[config.mk]
export PLATFORM = sky130hd
export DESIGN_NAME = if_fetch_unit
export DESIGN_NICKNAME = d
export VERILOG_FILES = /design/src/rtl/if_fetch_unit_pkg.sv /design/src/rtl/if_next_pc.sv /design/src/rtl/if_fetch_unit.sv
export SDC_FILE = /design/constraint.sdc
export NUM_CORES = 1
export LEC_CHECK = 0
export BUFFER_PORTS_ARGS = -buffer_cell sky130_fd_sc_hd__buf_4
export CORE_ASPECT_RATIO = 0.5
export CORE_MARGIN = 2
export CORE_UTILIZATION = 40
export CTS_CLUSTER_SIZE = 14
export DETAILED_ROUTE_END_ITERATION = 10
export GPL_TIMING_DRIVEN = 0
export PLACE_DENSITY = 0.64
export SLEW_MARGIN = 10
export SYNTH_ARGS = -nofsm -noshare
export SYNTH_HDL_FRONTEND = slang
export SYNTH_HIERARCHICAL = 1
export SYNTH_SLANG_ARGS = --single-unit
export TNS_END_PERCENT = 30
[constraint.sdc]
create_clock -name clk -period 5.95 [get_ports clk]
set_input_delay 1.19 -clock clk [delete_from_list [all_inputs] [get_ports clk]]
set_output_delay 1.19 -clock clk [all_outputs]
set_load 0.03 [all_outputs]
[src/rtl/if_fetch_unit_pkg.sv]
// rtl/if_fetch_unit_pkg.sv - shared types and constants for the instruction fetch unit
package if_fetch_unit_pkg;

  typedef enum logic [1:0] {
    ST_IDLE = 2'd0,
    ST_REQ  = 2'd1,
    ST_WAIT = 2'd2,
    ST_HOLD = 2'd3
  } fetch_state_e;

  localparam logic [31:0] NOP_INSTR        = 32'h0000_0013;
  localparam logic [31:0] DEFAULT_RESET_PC = 32'h0000_0000;
  localparam logic [31:0] WORD_MASK        = 32'hFFFF_FFFC;

  function automatic logic [31:0] align_word(input logic [31:0] addr);
    return addr & WORD_MASK;
  endfunction

endpackage

[src/rtl/if_next_pc.sv]
// rtl/if_next_pc.sv - next fetch address select: hold, sequential pc+4, or aligned redirect target
module if_next_pc
  import if_fetch_unit_pkg::*;
(
  input  logic [31:0] pc_i,
  input  logic        redirect_i,
  input  logic [31:0] redirect_pc_i,
  input  logic        advance_i,
  output logic [31:0] pc_plus4_o,
  output logic [31:0] next_pc_o
);

  // 32-bit add wraps naturally, so 0xFFFF_FFFC advances to 0.
  assign pc_plus4_o = pc_i + 32'd4;

  always_comb begin
    next_pc_o = pc_i;
    if (redirect_i) begin
      next_pc_o = align_word(redirect_pc_i);
    end else if (advance_i) begin
      next_pc_o = pc_plus4_o;
    end
  end

endmodule

[src/rtl/if_fetch_unit.sv]
// rtl/if_fetch_unit.sv - single-outstanding instruction fetch FSM with IF/ID holding register
module if_fetch_unit
  import if_fetch_unit_pkg::*;
#(
  parameter logic [31:0] RESET_PC = DEFAULT_RESET_PC
) (
  input  logic        clk,
  input  logic        rst,
  input  logic        stall,
  input  logic        redirect,
  input  logic [31:0] redirect_pc,
  output logic        imem_req,
  output logic [31:0] imem_addr,
  input  logic        imem_gnt,
  input  logic        imem_rvalid,
  input  logic [31:0] imem_rdata,
  output logic        if_valid,
  output logic [31:0] if_pc,
  output logic [31:0] if_pc_plus4,
  output logic [31:0] if_instruction
);

  fetch_state_e state_q, state_d;
  logic [31:0]  pc_q, pc_d;
  logic         discard_q, discard_d;
  logic         valid_q, valid_d;
  logic [31:0]  if_pc_q, if_pc_d;
  logic [31:0]  if_pc_plus4_q, if_pc_plus4_d;
  logic [31:0]  instr_q, instr_d;
  logic         advance;
  logic [31:0]  pc_plus4;

  if_next_pc u_next_pc (
    .pc_i          (pc_q),
    .redirect_i    (redirect),
    .redirect_pc_i (redirect_pc),
    .advance_i     (advance),
    .pc_plus4_o    (pc_plus4),
    .next_pc_o     (pc_d)
  );

  always_ff @(posedge clk or posedge rst) begin
    if (rst) begin
      state_q       <= ST_IDLE;
      pc_q          <= align_word(RESET_PC);
      discard_q     <= 1'b0;
      valid_q       <= 1'b0;
      if_pc_q       <= 32'h0;
      if_pc_plus4_q <= 32'h0;
      instr_q       <= NOP_INSTR;
    end else begin
      state_q       <= state_d;
      pc_q          <= pc_d;
      discard_q     <= discard_d;
      valid_q       <= valid_d;
      if_pc_q       <= if_pc_d;
      if_pc_plus4_q <= if_pc_plus4_d;
      instr_q       <= instr_d;
    end
  end

  // Redirect is honoured in every state; pc_d already folds it in via if_next_pc.
  always_comb begin
    state_d       = state_q;
    discard_d     = discard_q;
    valid_d       = valid_q;
    if_pc_d       = if_pc_q;
    if_pc_plus4_d = if_pc_plus4_q;
    instr_d       = instr_q;
    advance       = 1'b0;
    case (state_q)
      ST_IDLE: begin
        state_d = ST_REQ;
      end
      ST_REQ: begin
        if (imem_gnt) begin
          state_d   = ST_WAIT;
          discard_d = redirect;
        end
      end
      ST_WAIT: begin
        if (imem_rvalid) begin
          if (redirect || discard_q) begin
            state_d   = ST_REQ;
            discard_d = 1'b0;
          end else begin
            state_d       = ST_HOLD;
            valid_d       = 1'b1;
            if_pc_d       = pc_q;
            if_pc_plus4_d = pc_plus4;
            instr_d       = imem_rdata;
            advance       = 1'b1;
          end
        end else if (redirect) begin
          discard_d = 1'b1;
        end
      end
      ST_HOLD: begin
        if (redirect || !stall) begin
          state_d = ST_REQ;
          valid_d = 1'b0;
          instr_d = NOP_INSTR;
        end
      end
      default: begin
        state_d = ST_IDLE;
      end
    endcase
  end

  always_comb begin
    imem_req  = (state_q == ST_REQ);
    imem_addr = align_word(pc_q);
  end

  assign if_valid       = valid_q;
  assign if_pc          = if_pc_q;
  assign if_pc_plus4    = if_pc_plus4_q;
  assign if_instruction = instr_q;

endmodule

==> flow_summary.json <==
{
  "post_dp_cell_area_um2": 8520,
  "ys_warn_count": 6,
  "num_antenna_cells": 0,
  "vdd_drop_max_uv": 228,
  "power_switching_share": 0.399,
  "cts.root.buffer_cell": "sky130_fd_sc_hd__clkbuf_16",
  "max_freq_mhz": 286,
  "fillerInstances": 1508,
  "timing.final.ws_setup_ps": 2450,
  "pin_count_of_the_biggest_net_entering_global_routing": 72,
  "wl_um": 19000,
  "design_power_total_mw": 4.29,
  "syn-mean-instance-area_um2": 9.18,
  "hold_path_class": "register to register",
  "worst_clock_skew_ps": 11.1,
  "worst_setup_hold_path_clk_slew_ps": 60,
  "final_min_period_over_clock_period": 0.589,
  "tritoncts_num_sinks": 132,
  "setup_viol": 0,
  "synth_cell_types": 49,
  "relative_contribution_of_combinational_cells_to_total_power": 0.411,
  "detail_route.wl_per_cell_um": 16.0,
  "globalRouteTotalUtil": 0.213,
  "hpwlAfterDp_um": 13800,
  "num-nets-final": 1026,
  "drt_first_iter_violations": 363,
  "timing.critical_path.fanout_max": 10,
  "count_of_flip_flops_with_a_built_in_enable_after_synthesis": 0,
  "data_arrival_time_at_the_worst_slack_endpoint_ps": 3800,
  "run_status": "completed",
  "firstDrtPassIters": 5,
  "floorplan.initialDensity": 0.410,
  "powerDensity_nw_per_um2": 470,
  "synth_top_flop_cell": "sky130_fd_sc_hd__dfrtp_1",
  "rsz0062_at_grt": "no",
  "fp.dieH_um": 95.8,
  "mappedNetlistArea_um2": 6740,
  "worst_setup_path_end_kind": "register",
  "design.die.area_um2": 18000,
  "clock_tree.htree_level_count": 4,
  "crit_type": "input pin to register",
  "timing.critical_path.required_ps": 6240,
  "timing.max_cap.violations": 0,
  "layout.cell_area.non_filler_um2": 9140,
  "power.internal_mw": 2.58,
  "detailedPlace.worstSlack_ps": 2070,
  "route.detailed.drc": 0,
  "clock_tree.buffer_depth": 2,
  "sequential_fraction_of_the_synthesis_area": 0.491,
  "die_width_um": 188,
  "core_area_um2": 16400,
  "hold_viol": 0,
  "numCtsBuffers": 17,
  "portion_of_total_power_attributed_to_the_clock_network": 0.254,
  "boundaryPins": 200,
  "min_period_ps": 3500,
  "slew_headroom": 0.450,
  "grt_pass1_vias": 5696,
  "syn_to_layout_area_delta_pct": 35.5,
  "static-leakage-power_nw": 4.52,
  "layout.core_utilization": 0.556,
  "grt_remaining_overflow": 0,
  "place_congestion": 0.862,
  "cts_resized": 0,
  "power.net_switching_mw": 1.71,
  "ctsHoldBuffers": 0,
  "commonest_non_fill_non_tap_cell_in_the_layout": "sky130_fd_sc_hd__buf_4",
  "r2r_cells": 11,
  "num_vias": 5910,
  "cts_tree": "yes",
  "antenna_found_initial": 0,
  "critPathLaunchType": "input pin",
  "yosys_reg_bits": 132,
  "slew_at_the_pin_closest_to_its_max_slew_limit_ps": 818,
  "layout_common_cells": "232 x sky130_fd_sc_hd__buf_4, 228 x sky130_fd_sc_hd__nand2_1, 129 x sky130_fd_sc_hd__dfrtp_1",
  "drv_slew": 0,
  "antenna_viol_nets_final": 0,
  "io_buffers": 195,
  "hold_path_depth": 2,
  "post-cts-setup-buffers": 0,
  "rows": 33,
  "grt_pass1_wl_um": 29900,
  "drive_gt1_frac": 0.315,
  "async_reset_ff_frac": 1.00,
  "seqPwrFrac": 0.335,
  "syn-instance-count": 734,
  "clock_latency_ps": 420,
  "vias_per_cell": 4.97,
  "rrSetupSlack_ps": 2700
}
-- worst max-delay path: stages --
cell and delay (ps):
sky130_fd_sc_hd__buf_4 150, sky130_fd_sc_hd__nand4bb_1 200, sky130_fd_sc_hd__buf_4 200, sky130_fd_sc_hd__clkinv_4 70, sky130_fd_sc_hd__buf_2 240, sky130_fd_sc_hd__clkbuf_1 410
sky130_fd_sc_hd__nand4_1 330, sky130_fd_sc_hd__nor2_1 510, sky130_fd_sc_hd__nand3_1 140, sky130_fd_sc_hd__a221o_1 330
-- logic make-up (layout without fill, tap and decap cells) --
kind of cell / after synthesis / after routing / synth area share
AND/OR/NAND/NOR: 372 / 372 / 0.260
multiplexers: 3 / 3 / 0.00464
AO/OA/AOI/OAI: 81 / 81 / 0.0850
buffers and inverters: 97 / 325 / 0.0932
flip-flops: 132 / 132 / 0.491
other: 1 / 2 / 0.000556
XOR/XNOR: 42 / 42 / 0.0546
adder cells (fa/ha/maj): 6 / 6 / 0.0111
-- cell type report --
cell class | count | area, um2 | area share
plain buffers | 86 | 582 | 0.0637
clock buffers | 20 | 457 | 0.0500
clock inverters | 12 | 154 | 0.0168
inverters | 11 | 51.3 | 0.00562
multi-input cells | 506 | 2810 | 0.307
flip-flops and latches | 132 | 3310 | 0.362
well taps | 227 | 284 | 0.0311
repair buffers | 196 | 1490 | 0.163
-- cells in the mapped netlist, drive strengths merged (2+ instances only) --
library cell  instances  area share
nand3b                3      0.0033
dfrtp               129        0.48
or4                   8      0.0095
nor3                 13      0.0097
a21oi                 3      0.0022
nand4                17       0.017
inv                   9      0.0050
nand3                12      0.0089
mux2i                 2      0.0030
nor2                 26       0.014
and4                  7      0.0091
buf                  62       0.073
a31oi                16       0.015
dfstp                 3       0.012
xor2                 20       0.026
nand2               229        0.13
nor3b                29       0.032
nor2b                 3      0.0028
o21ai                21       0.016
clkbuf               24       0.014
or2                   2      0.0019
ha                    6       0.011
and2                  2      0.0019
clkinv                2      0.0019
xnor2                22       0.029
or3                   7      0.0065
nand2b                3      0.0028
o31ai                 8      0.0089
a31o                 30       0.039
nor4                  7      0.0065
-- flip-flops by register name (all words and copies together) (netlist names) --
register / count
if_valid: 1
if_instruction: 32
state_q: 2
if_pc: 32
pc_q: 32
discard_q: 1
if_pc_plus4: 32
-- power by group through the flow --
stage,combinational (mW),sequential [mW],clock (mW)
4_1_cts,1.78,1.44,1.11
2_1_floorplan,0.510,2.00,0
3_3_place_gp,1.75,1.45,0
5_1_grt,1.89,1.48,1.15
6_report,1.76,1.44,1.09
3_5_place_dp,1.78,1.45,0
-- metrics by stage --
step / instances / setup TNS, ps / hold slack (ps)
after global placement: 1157 / -60180 / 464
final: 1190 / 0 / 475
after CTS: 1190 / 0 / 478
after detailed placement: 1158 / 0 / 464
after floorplan: 735 / 0 / 452
after global routing: 1190 / 0 / 493
-- routing by layer --
layer | global-route usage | part of all wire
met1 | 0.294 | 0.48
met4 | 0.0584 | 0.0062
met5 | 0 | 0
met2 | 0.346 | 0.46
met3 | 0.0423 | 0.052
-- worst paths after layout --
path                       startpoint            endpoint
max in group asynchronous         rst            pc_q[31]
hold reg to reg              if_pc[4]            if_pc[4]
hold / removal               if_pc[4]            if_pc[4]
min in group asynchronous         rst  if_instruction[15]
setup / recovery             redirect            pc_q[28]
setup reg to reg           state_q[0]            pc_q[28]
Power figures use the tool's default switching activity.
